===== src/rtl/clock_stopwatch_core.sv =====
// Time-of-day clock with field-wise set mode plus an independent stopwatch (start/stop, lap, clear).
// Optional alarm comparator is compiled in when ALARM_EN is defined.
module clock_stopwatch_core #(
  parameter int DIV      = 500000,
  parameter int HOUR_MOD = 24,
  parameter int INIT_H   = 23,
  parameter int INIT_M   = 59,
  parameter int INIT_S   = 50
) (
  input  logic       CLK,
  input  logic       RESET,
  input  logic       MODE,
  input  logic [1:0] FLAG,
  input  logic       UP,
  input  logic       DWN,
  input  logic       SS,
  input  logic       LAP,
  input  logic       CLR,
`ifdef ALARM_EN
  input  logic [7:0] ALM_H,
  input  logic [7:0] ALM_M,
  input  logic       ALM_ON,
  output logic       ALARM,
`endif
  output logic [7:0] Hour,
  output logic [7:0] Minute,
  output logic [7:0] Second,
  output logic [7:0] Centi_second,
  output logic       RUNNING,
  output logic       DAY_WRAP
);
  localparam int PW = (DIV > 1) ? $clog2(DIV) : 1;
  localparam int HW = (HOUR_MOD > 1) ? $clog2(HOUR_MOD) : 1;
  localparam logic [PW-1:0] PMAX = PW'(DIV - 1);
  localparam logic [PW-1:0] PONE = PW'(1);
  localparam logic [HW-1:0] HMAX = HW'(HOUR_MOD - 1);
  localparam logic [HW-1:0] HONE = HW'(1);

  typedef enum logic [1:0] {SW_STOP, SW_RUN, SW_LAP} sw_state_t;

  logic [4:0] btn_q, btn_ev;
  logic       up_ev, dn_ev, ss_ev, lap_ev, clr_ev;
  assign btn_ev = {UP, DWN, SS, LAP, CLR} & ~btn_q;
  assign {up_ev, dn_ev, ss_ev, lap_ev, clr_ev} = btn_ev;

  logic [PW-1:0] c_pre;
  logic          tick_c, roll, wrap_q;
  logic [HW-1:0] c_h, n_h;
  logic [5:0]    c_m, n_m, c_s, n_s;
  logic [6:0]    c_cs, n_cs;

  assign tick_c = (FLAG == 2'b00) && (c_pre == PMAX);

  always_comb begin
    n_h  = c_h;
    n_m  = c_m;
    n_s  = c_s;
    n_cs = c_cs;
    roll = 1'b0;
    if (FLAG == 2'b00) begin
      if (tick_c) begin
        if (c_cs != 7'd99) n_cs = c_cs + 7'd1;
        else begin
          n_cs = '0;
          if (c_s != 6'd59) n_s = c_s + 6'd1;
          else begin
            n_s = '0;
            if (c_m != 6'd59) n_m = c_m + 6'd1;
            else begin
              n_m = '0;
              if (c_h != HMAX) n_h = c_h + HONE;
              else begin
                n_h  = '0;
                roll = 1'b1;
              end
            end
          end
        end
      end
    end else begin
      // simultaneous UP and DWN cancel; each field wraps on its own, no carry
      if (up_ev != dn_ev) begin
        case (FLAG)
          2'b01:   n_h = up_ev ? ((c_h == HMAX) ? '0 : c_h + HONE)
                               : ((c_h == '0) ? HMAX : c_h - HONE);
          2'b10:   n_m = up_ev ? ((c_m == 6'd59) ? '0 : c_m + 6'd1)
                               : ((c_m == '0) ? 6'd59 : c_m - 6'd1);
          default: n_s = up_ev ? ((c_s == 6'd59) ? '0 : c_s + 6'd1)
                               : ((c_s == '0) ? 6'd59 : c_s - 6'd1);
        endcase
      end
      if (FLAG == 2'b11 && (up_ev || dn_ev)) n_cs = '0;
    end
  end

  always_ff @(posedge CLK or negedge RESET) begin
    if (!RESET) begin
      btn_q  <= '0;
      c_pre  <= '0;
      c_h    <= HW'(INIT_H);
      c_m    <= 6'(INIT_M);
      c_s    <= 6'(INIT_S);
      c_cs   <= '0;
      wrap_q <= 1'b0;
    end else begin
      btn_q  <= {UP, DWN, SS, LAP, CLR};
      c_pre  <= (FLAG != 2'b00 || c_pre == PMAX) ? '0 : c_pre + PONE;
      c_h    <= n_h;
      c_m    <= n_m;
      c_s    <= n_s;
      c_cs   <= n_cs;
      wrap_q <= roll;
    end
  end

  sw_state_t     sw_st, sw_nxt;
  logic          sw_go, sw_latch, hold_on, hold_off, sw_zero, hold, running, tick_s;
  logic [PW-1:0] sw_pre;
  logic [6:0]    sw_cs, sw_h, lp_cs, lp_h;
  logic [5:0]    sw_s, sw_m, lp_s, lp_m;

  assign running = (sw_st != SW_STOP);
  assign tick_s  = running && (sw_pre == PMAX);
  assign RUNNING = running;

  always_comb begin
    sw_nxt   = sw_st;
    sw_go    = 1'b0;
    sw_latch = 1'b0;
    hold_on  = 1'b0;
    hold_off = 1'b0;
    sw_zero  = 1'b0;
    case (sw_st)
      SW_STOP: begin
        if (ss_ev) begin
          sw_nxt = SW_RUN;
          sw_go  = 1'b1;
        end else begin
          sw_zero  = clr_ev;
          hold_off = clr_ev || lap_ev;
        end
      end
      SW_RUN: begin
        if (ss_ev) sw_nxt = SW_STOP;
        else if (lap_ev) begin
          sw_nxt   = SW_LAP;
          sw_latch = 1'b1;
          hold_on  = 1'b1;
        end
      end
      SW_LAP: begin
        if (ss_ev) sw_nxt = SW_STOP;
        else if (lap_ev) begin
          sw_nxt   = SW_RUN;
          hold_off = 1'b1;
        end
      end
      default: sw_nxt = SW_STOP;
    endcase
  end

  always_ff @(posedge CLK or negedge RESET) begin
    if (!RESET) sw_st <= SW_STOP;
    else        sw_st <= sw_nxt;
  end

  always_ff @(posedge CLK or negedge RESET) begin
    if (!RESET) begin
      sw_pre <= '0;
      hold   <= 1'b0;
      {sw_h, sw_m, sw_s, sw_cs} <= '0;
      {lp_h, lp_m, lp_s, lp_cs} <= '0;
    end else begin
      if (sw_go || !running || sw_pre == PMAX) sw_pre <= '0;
      else                                      sw_pre <= sw_pre + PONE;
      if (hold_off)     hold <= 1'b0;
      else if (hold_on) hold <= 1'b1;
      if (sw_zero) begin
        {sw_h, sw_m, sw_s, sw_cs} <= '0;
        {lp_h, lp_m, lp_s, lp_cs} <= '0;
      end else begin
        if (sw_latch) {lp_h, lp_m, lp_s, lp_cs} <= {sw_h, sw_m, sw_s, sw_cs};
        if (tick_s) begin
          if (sw_cs != 7'd99) sw_cs <= sw_cs + 7'd1;
          else begin
            sw_cs <= '0;
            if (sw_s != 6'd59) sw_s <= sw_s + 6'd1;
            else begin
              sw_s <= '0;
              if (sw_m != 6'd59) sw_m <= sw_m + 6'd1;
              else begin
                sw_m <= '0;
                sw_h <= (sw_h == 7'd99) ? '0 : sw_h + 7'd1;
              end
            end
          end
        end
      end
    end
  end

  // wrap_q is one cycle behind the counter, so DAY_WRAP lines up with the displayed 00:00:00.00
  always_ff @(posedge CLK or negedge RESET) begin
    if (!RESET) begin
      Hour         <= 8'(INIT_H);
      Minute       <= 8'(INIT_M);
      Second       <= 8'(INIT_S);
      Centi_second <= '0;
      DAY_WRAP     <= 1'b0;
    end else begin
      DAY_WRAP <= wrap_q;
      if (!MODE) begin
        Hour <= 8'(c_h);  Minute <= 8'(c_m);  Second <= 8'(c_s);  Centi_second <= 8'(c_cs);
      end else if (hold) begin
        Hour <= 8'(lp_h); Minute <= 8'(lp_m); Second <= 8'(lp_s); Centi_second <= 8'(lp_cs);
      end else begin
        Hour <= 8'(sw_h); Minute <= 8'(sw_m); Second <= 8'(sw_s); Centi_second <= 8'(sw_cs);
      end
    end
  end

`ifdef ALARM_EN
  logic alm_hit_q, alm_min_q, alm_ud_q;

  always_ff @(posedge CLK or negedge RESET) begin
    if (!RESET) begin
      alm_hit_q <= 1'b0;
      alm_min_q <= 1'b0;
      alm_ud_q  <= 1'b0;
      ALARM     <= 1'b0;
    end else begin
      alm_hit_q <= tick_c && ALM_ON && (8'(n_h) == ALM_H) && (8'(n_m) == ALM_M)
                   && (n_s == '0) && (n_cs == '0);
      alm_min_q <= (n_m != c_m);
      alm_ud_q  <= up_ev || dn_ev;
      if (!ALM_ON || alm_ud_q) ALARM <= 1'b0;
      else if (alm_hit_q)      ALARM <= 1'b1;
      else if (alm_min_q)      ALARM <= 1'b0;
    end
  end
`endif

endmodule


===== config.mk =====
export PLATFORM = sky130hd
export DESIGN_NAME = clock_stopwatch_core
export DESIGN_NICKNAME = d
export VERILOG_FILES = /design/src/rtl/clock_stopwatch_core.sv
export SDC_FILE = /design/constraint.sdc
export NUM_CORES = 1
export LEC_CHECK = 0
export CAP_MARGIN = 15
export CELL_PAD_IN_SITES_DETAIL_PLACEMENT = 0
export CELL_PAD_IN_SITES_GLOBAL_PLACEMENT = 2
export CORE_ASPECT_RATIO = 0.6
export CORE_MARGIN = 8
export CORE_UTILIZATION = 25
export DETAILED_ROUTE_END_ITERATION = 7
export PLACE_DENSITY_LB_ADDON = 0.1
export SLEW_MARGIN = 20
export SYNTH_ARGS = -nofsm -noshare
export SYNTH_HDL_FRONTEND = slang
export SYNTH_SLANG_ARGS = --single-unit

===== constraint.sdc =====
create_clock -name CLK -period 2.3 [get_ports CLK]
set_clock_uncertainty 0.1 [all_clocks]
set_input_delay 0.46 -clock CLK [delete_from_list [all_inputs] [get_ports CLK]]
set_output_delay 0.46 -clock CLK [all_outputs]
set_load 0.01 [all_outputs]

Word level (Yosys, flattened, before mapping)
Index checks and enable logic that the tools add are counted.
{ "totals": {"register_bits": 156, "input_bits": 10, "output_inout_bits": 34} }
{ "op_classes": {"addsub": 13, "eq_ne": 30, "muxes": 93, "bitwise_logic": 2, "reduce_logical": 32} }
{ "op_table": {"columns": ["op", "n"], "rows": [
  ["$mux W6", 36],
  ["$mux W7", 21],
  ["$mux W5", 11],
  ["$add A19 B1 Y19 const B", 2],
  ["$eq A19 B19 Y1 const B", 2],
  ["$mux W19", 2],
  ["$add A6 B1 Y6 const B", 4],
  ["$ne A6 B6 Y1 const B", 4],
  ["$add A7 B1 Y7 const B", 3],
  ["$reduce_bool A2 Y1", 9],
  ["$mux W1", 16],
  ["$ne A2 B2 Y1 const B", 8],
  ["$ne A7 B7 Y1 const B", 2],
  ["$eq A6 B6 Y1 const B", 2],
  ["$logic_not A6 Y1", 2],
  ["$sub A6 B1 Y6 const B", 2],
  ["$mux W2", 5],
  ["$reduce_and A4 Y1", 2],
  ["$eq A7 B7 Y1 const B", 1],
  ["$eq A2 B2 Y1 const B", 3],
  ["$ne A3 B3 Y1 const B", 2],
  ["$pmux W2 S3", 1],
  ["$reduce_and A3 Y1", 2],
  ["$reduce_and A6 Y1", 1],
  ["other kinds (18)", 27]
]} }

Depth between registers and ports, before layout
{ "depth": {"ltp_word": 7, "depth_mapped": 8} }

Worst setup path after synthesis
No wires, ideal clock.
{ "synth_path": {"kind": "register -> register", "startpoint": "register sw_pre[7]", "endpoint": "register sw_h[4]", "setup_time_ps": 78, "arrival_ps": 2220, "required_ps": 2122, "path_slack_ps": -98, "stages_incl_launch_ff": 7, "path_cell_list": "dfrtp_1 -> or4b_4 -> nor3_4 -> nand4_4 -> buf_6 -> or4b_1 -> a21oi_1"} }
{ "synth_via": {"elab_chain_cells": 4} }
{ "synth_lines": {"columns": ["element", "line", "rtl"], "rows": [
  ["start, declared", "118", "logic [PW-1:0] sw_pre;"],
  ["start signal, assigned", "175", "else sw_pre <= sw_pre + PONE;"],
  ["$eq A19 B19 Y1", "123", "assign tick_s = running && (sw_pre == PMAX);"],
  ["$logic_and A1 B1 Y1", "123", null],
  ["$reduce_bool A2 Y1 (no source line)", null, null],
  ["$reduce_and A4 Y1 (no source line)", null, null],
  ["end signal, assigned", "193", "sw_h <= (sw_h == 7'd99) ? '0 : sw_h + 7'd1;"],
  ["end, declared", "119", "logic [6:0] sw_cs, sw_h, lp_cs, lp_h;"]
]} }
Every way passes these cells.
A chain may end at the register's enable or synchronous reset.

Worst setup path in the final report
{ "layout_path": {"startpoint": "register sw_pre[5]", "endpoint": "register sw_m[3]"} }
{ "layout_via": {"elab_chain_cells": 4} }
{ "layout_lines": {"columns": ["element", "line", "rtl"], "rows": [
  ["$eq A19 B19 Y1", "123", null],
  ["$logic_and A1 B1 Y1", "123", null],
  ["$reduce_bool A2 Y1 (no source line)", null, null],
  ["$reduce_and A3 Y1 (no source line)", null, null],
  ["end signal, assigned", "190", "if (sw_m != 6'd59) sw_m <= sw_m + 6'd1;"],
  ["end, declared", "120", "logic [5:0] sw_s, sw_m, lp_s, lp_m;"]
]} }
Every way passes these cells.

==> results.json <==
{
  "status": "finished with violations",
  "violations": "negative setup slack",
  "diodes": 0,
  "gp_congestion": 0.824,
  "fin_setup_tns_ns": -0.0131,
  "wire_per_inst_um": 16.9,
  "synth-seq-cells": 150,
  "cts_buffers": 17,
  "setup_violations": 1,
  "cp_max_fo": 5,
  "cts.clk_slew.worst_paths_ns": 0.07,
  "grt_use_met1": 0.204,
  "synth_ff_type": "dfrtp_1",
  "cts_sinks": 150,
  "rows": 50,
  "period_share": 1.01,
  "top_usage_layer": "met1",
  "power_mw": 9.09,
  "tightest_slew_ns": 0.566,
  "synth_most_common_cell": "dfrtp_1",
  "overflow": 0,
  "area_growth_pct": 33.9,
  "clk_path_buf_depth": 2,
  "finalHoldViolations": 0,
  "antenna_left": 0,
  "avgSynthCellArea_um2": 9.25,
  "pre_cts_ws_ns": -0.301,
  "fin_cells": 1438,
  "drc_errors": 0,
  "cts-htree-levels": 4,
  "vias": 6756,
  "start_util": 0.254,
  "yosysSeqAreaShare": 0.478,
  "path_class": "register to register",
  "use_met3": 0.0299,
  "maxCapViolCount": 0,
  "synth.largest_area_cell": "dfrtp_1",
  "port_buffers": 37,
  "grt.met2_usage": 0.179,
  "async_flop_share": 1.00,
  "dpl_cell_area_um2": 9680,
  "slew_violations": 0,
  "grt_first_pass_wirelength_um": 39600,
  "power_leakage_nw": 4.53,
  "root_buffer": "clkbuf_16",
  "fin_nets": 1040,
  "setup_slack_ns": -0.0131,
  "synth.area.top_cells": "dfrtp_1 (40%), dfstp_2 (8.0%), nand2_1 (4.6%), nor2_1 (4.6%), mux2i_1 (4.2%)",
  "rsz0062_at_grt": "yes",
  "rrSetupSlack_ns": -0.01,
  "ys_top_cells_by_count": "dfrtp_1 (126), nand2_1 (97), nor2_1 (97)",
  "drt-total-wl_um": 24300,
  "max_freq_ghz": 0.432,
  "cts_tree": "built",
  "die_w_um": 246,
  "crit_path_start_kind": "register",
  "gr-usage-all-layers": 0.133,
  "grt_pass1_vias": 6929,
  "post-dp-hpwl_um": 17500,
  "fin_hold_ws_ns": 0.263,
  "netlist_instances": 856,
  "ir_drop_mv": 0.545,
  "drt_iter0_markers": 472,
  "synth_edf_count": 0,
  "antenna_found_initial": 0,
  "netlist_area_um2": 7920,
  "core_area_um2": 31200,
  "synth_cell_type_count": 65,
  "die_area_um2": 37800,
  "p_per_area_nw_per_um2": 857,
  "netlist.area_leader.share": 0.398,
  "clk_latency_ns": 0.44,
  "dpl.cell_count": 1392,
  "yosysWarningCount": 0,
  "worst_ep_required_time_ns": 2.57,
  "drive_above_1_share": 0.240,
  "crit_arrival_ns": 2.58,
  "firstDrtPassIters": 5,
  "grt_max_degree": 51,
  "die_height_um": 154,
  "post-route-util": 0.341,
  "hold_path.class": "register to register",
  "avgViaCountPerCell": 4.70,
  "cp-end-kind": "register",
  "period_needed_ns": 2.31,
  "final_cell_area_um2": 10600,
  "slew_headroom": 0.623,
  "ios": 44
}
[registers in the layout (all words and copies together) (netlist names), 7 cells and up]
signal and count:
Centi_second 7, sw_h 7, sw_pre 19, Hour 7, c_pre 19, sw_cs 7
lp_cs 7, c_cs 7, lp_h 7
[worst max-delay path, cell delays in order, from the launching register on]
cell and delay, ns:
dfrtp_1 0.39, or4b_4 0.57, nor3_4 0.13, buf_6 0.15, buf_6 0.10, nand4_4 0.12
or4_4 0.54, a21oi_2 0.13
[worst paths after layout]
check                                 endpoint  cells past startpoint                 from
min                         DAY_WRAP$_DFF_PN0_                      0     wrap_q$_DFF_PN0_
min in group asynchronous  lp_s[0]$_DFFE_PN0P_                      2                RESET
max                        sw_m[3]$_DFFE_PN0P_                      7  sw_pre[5]$_DFF_PN0_
min reg2reg                 DAY_WRAP$_DFF_PN0_                      0     wrap_q$_DFF_PN0_
max reg2reg                sw_m[3]$_DFFE_PN0P_                      7  sw_pre[5]$_DFF_PN0_
max in group asynchronous    Hour[2]$_DFF_PN1_                      3                RESET
[area by class of cell]
| cell class | instances | area, um2 |
|---|---|---|
| Multi-Input combinational cell | 638 | 4050 |
| Inverter | 25 | 93.8 |
| Clock buffer | 21 | 460 |
| Tap cell | 416 | 520 |
| Timing Repair Buffer | 178 | 1570 |
| Clock inverter | 10 | 130 |
| Sequential cell | 150 | 3780 |
| Fill cell | 3188 | 20500 |
[placed cells by master, fill, tap and decap left out, types with 12 or more instances in the layout]
cell	Yosys	layout
mux2i_1	33	33
inv_1	24	24
xor2_1	16	16
nand4_1	12	12
dfstp_2	24	24
buf_4	6	126
nand3_1	47	47
nor2b_1	13	13
ha_1	20	19
a21oi_1	49	43
nor3_1	17	15
nand2_1	97	96
nor2_1	97	95
clkbuf_16	0	17
o21ai_0	59	54
xnor2_1	20	20
clkdlybuf4s50_1	0	35
dfrtp_1	126	126
[cell families (layout without fill, tap and decap cells)]
family	count (synthesis)	in the layout	share of synthesized area
flops	150	150	0.478
xor+xnor	36	36	0.0398
fa+ha+maj	20	20	0.0316
compound gates	170	170	0.128
mux	36	36	0.0460
other cells	1	6	0.000473
buf+inv	74	234	0.0389
simple gates	369	370	0.238
[where the power goes]
group	total (mW)	internal, mW	switching, mW
registers	3.49	3.18	0.308
logic	2.72	1.21	1.51
clock network	2.89	1.75	1.14
[what timing repair did]
| action | 4_1_cts | 5_1_grt |
|---|---|---|
| pin swaps | 18 | 16 |
| buffers inserted | 10 | 3 |
| cloned | 1 | 0 |
| hold buffers | 1 | 0 |
| gates resized for setup | 17 | 34 |
| hold endpoints to repair | 28 | 0 |
| endpoints found under the setup margin | 25 | 41 |
[routing by layer]
layer  vias up  routed length, um
met1      3298              13500
met3        19                887
met4         0                291
met5         -                  0
met2       104               9630
li1       3335                  -
(Power assumes the default switching activity.)
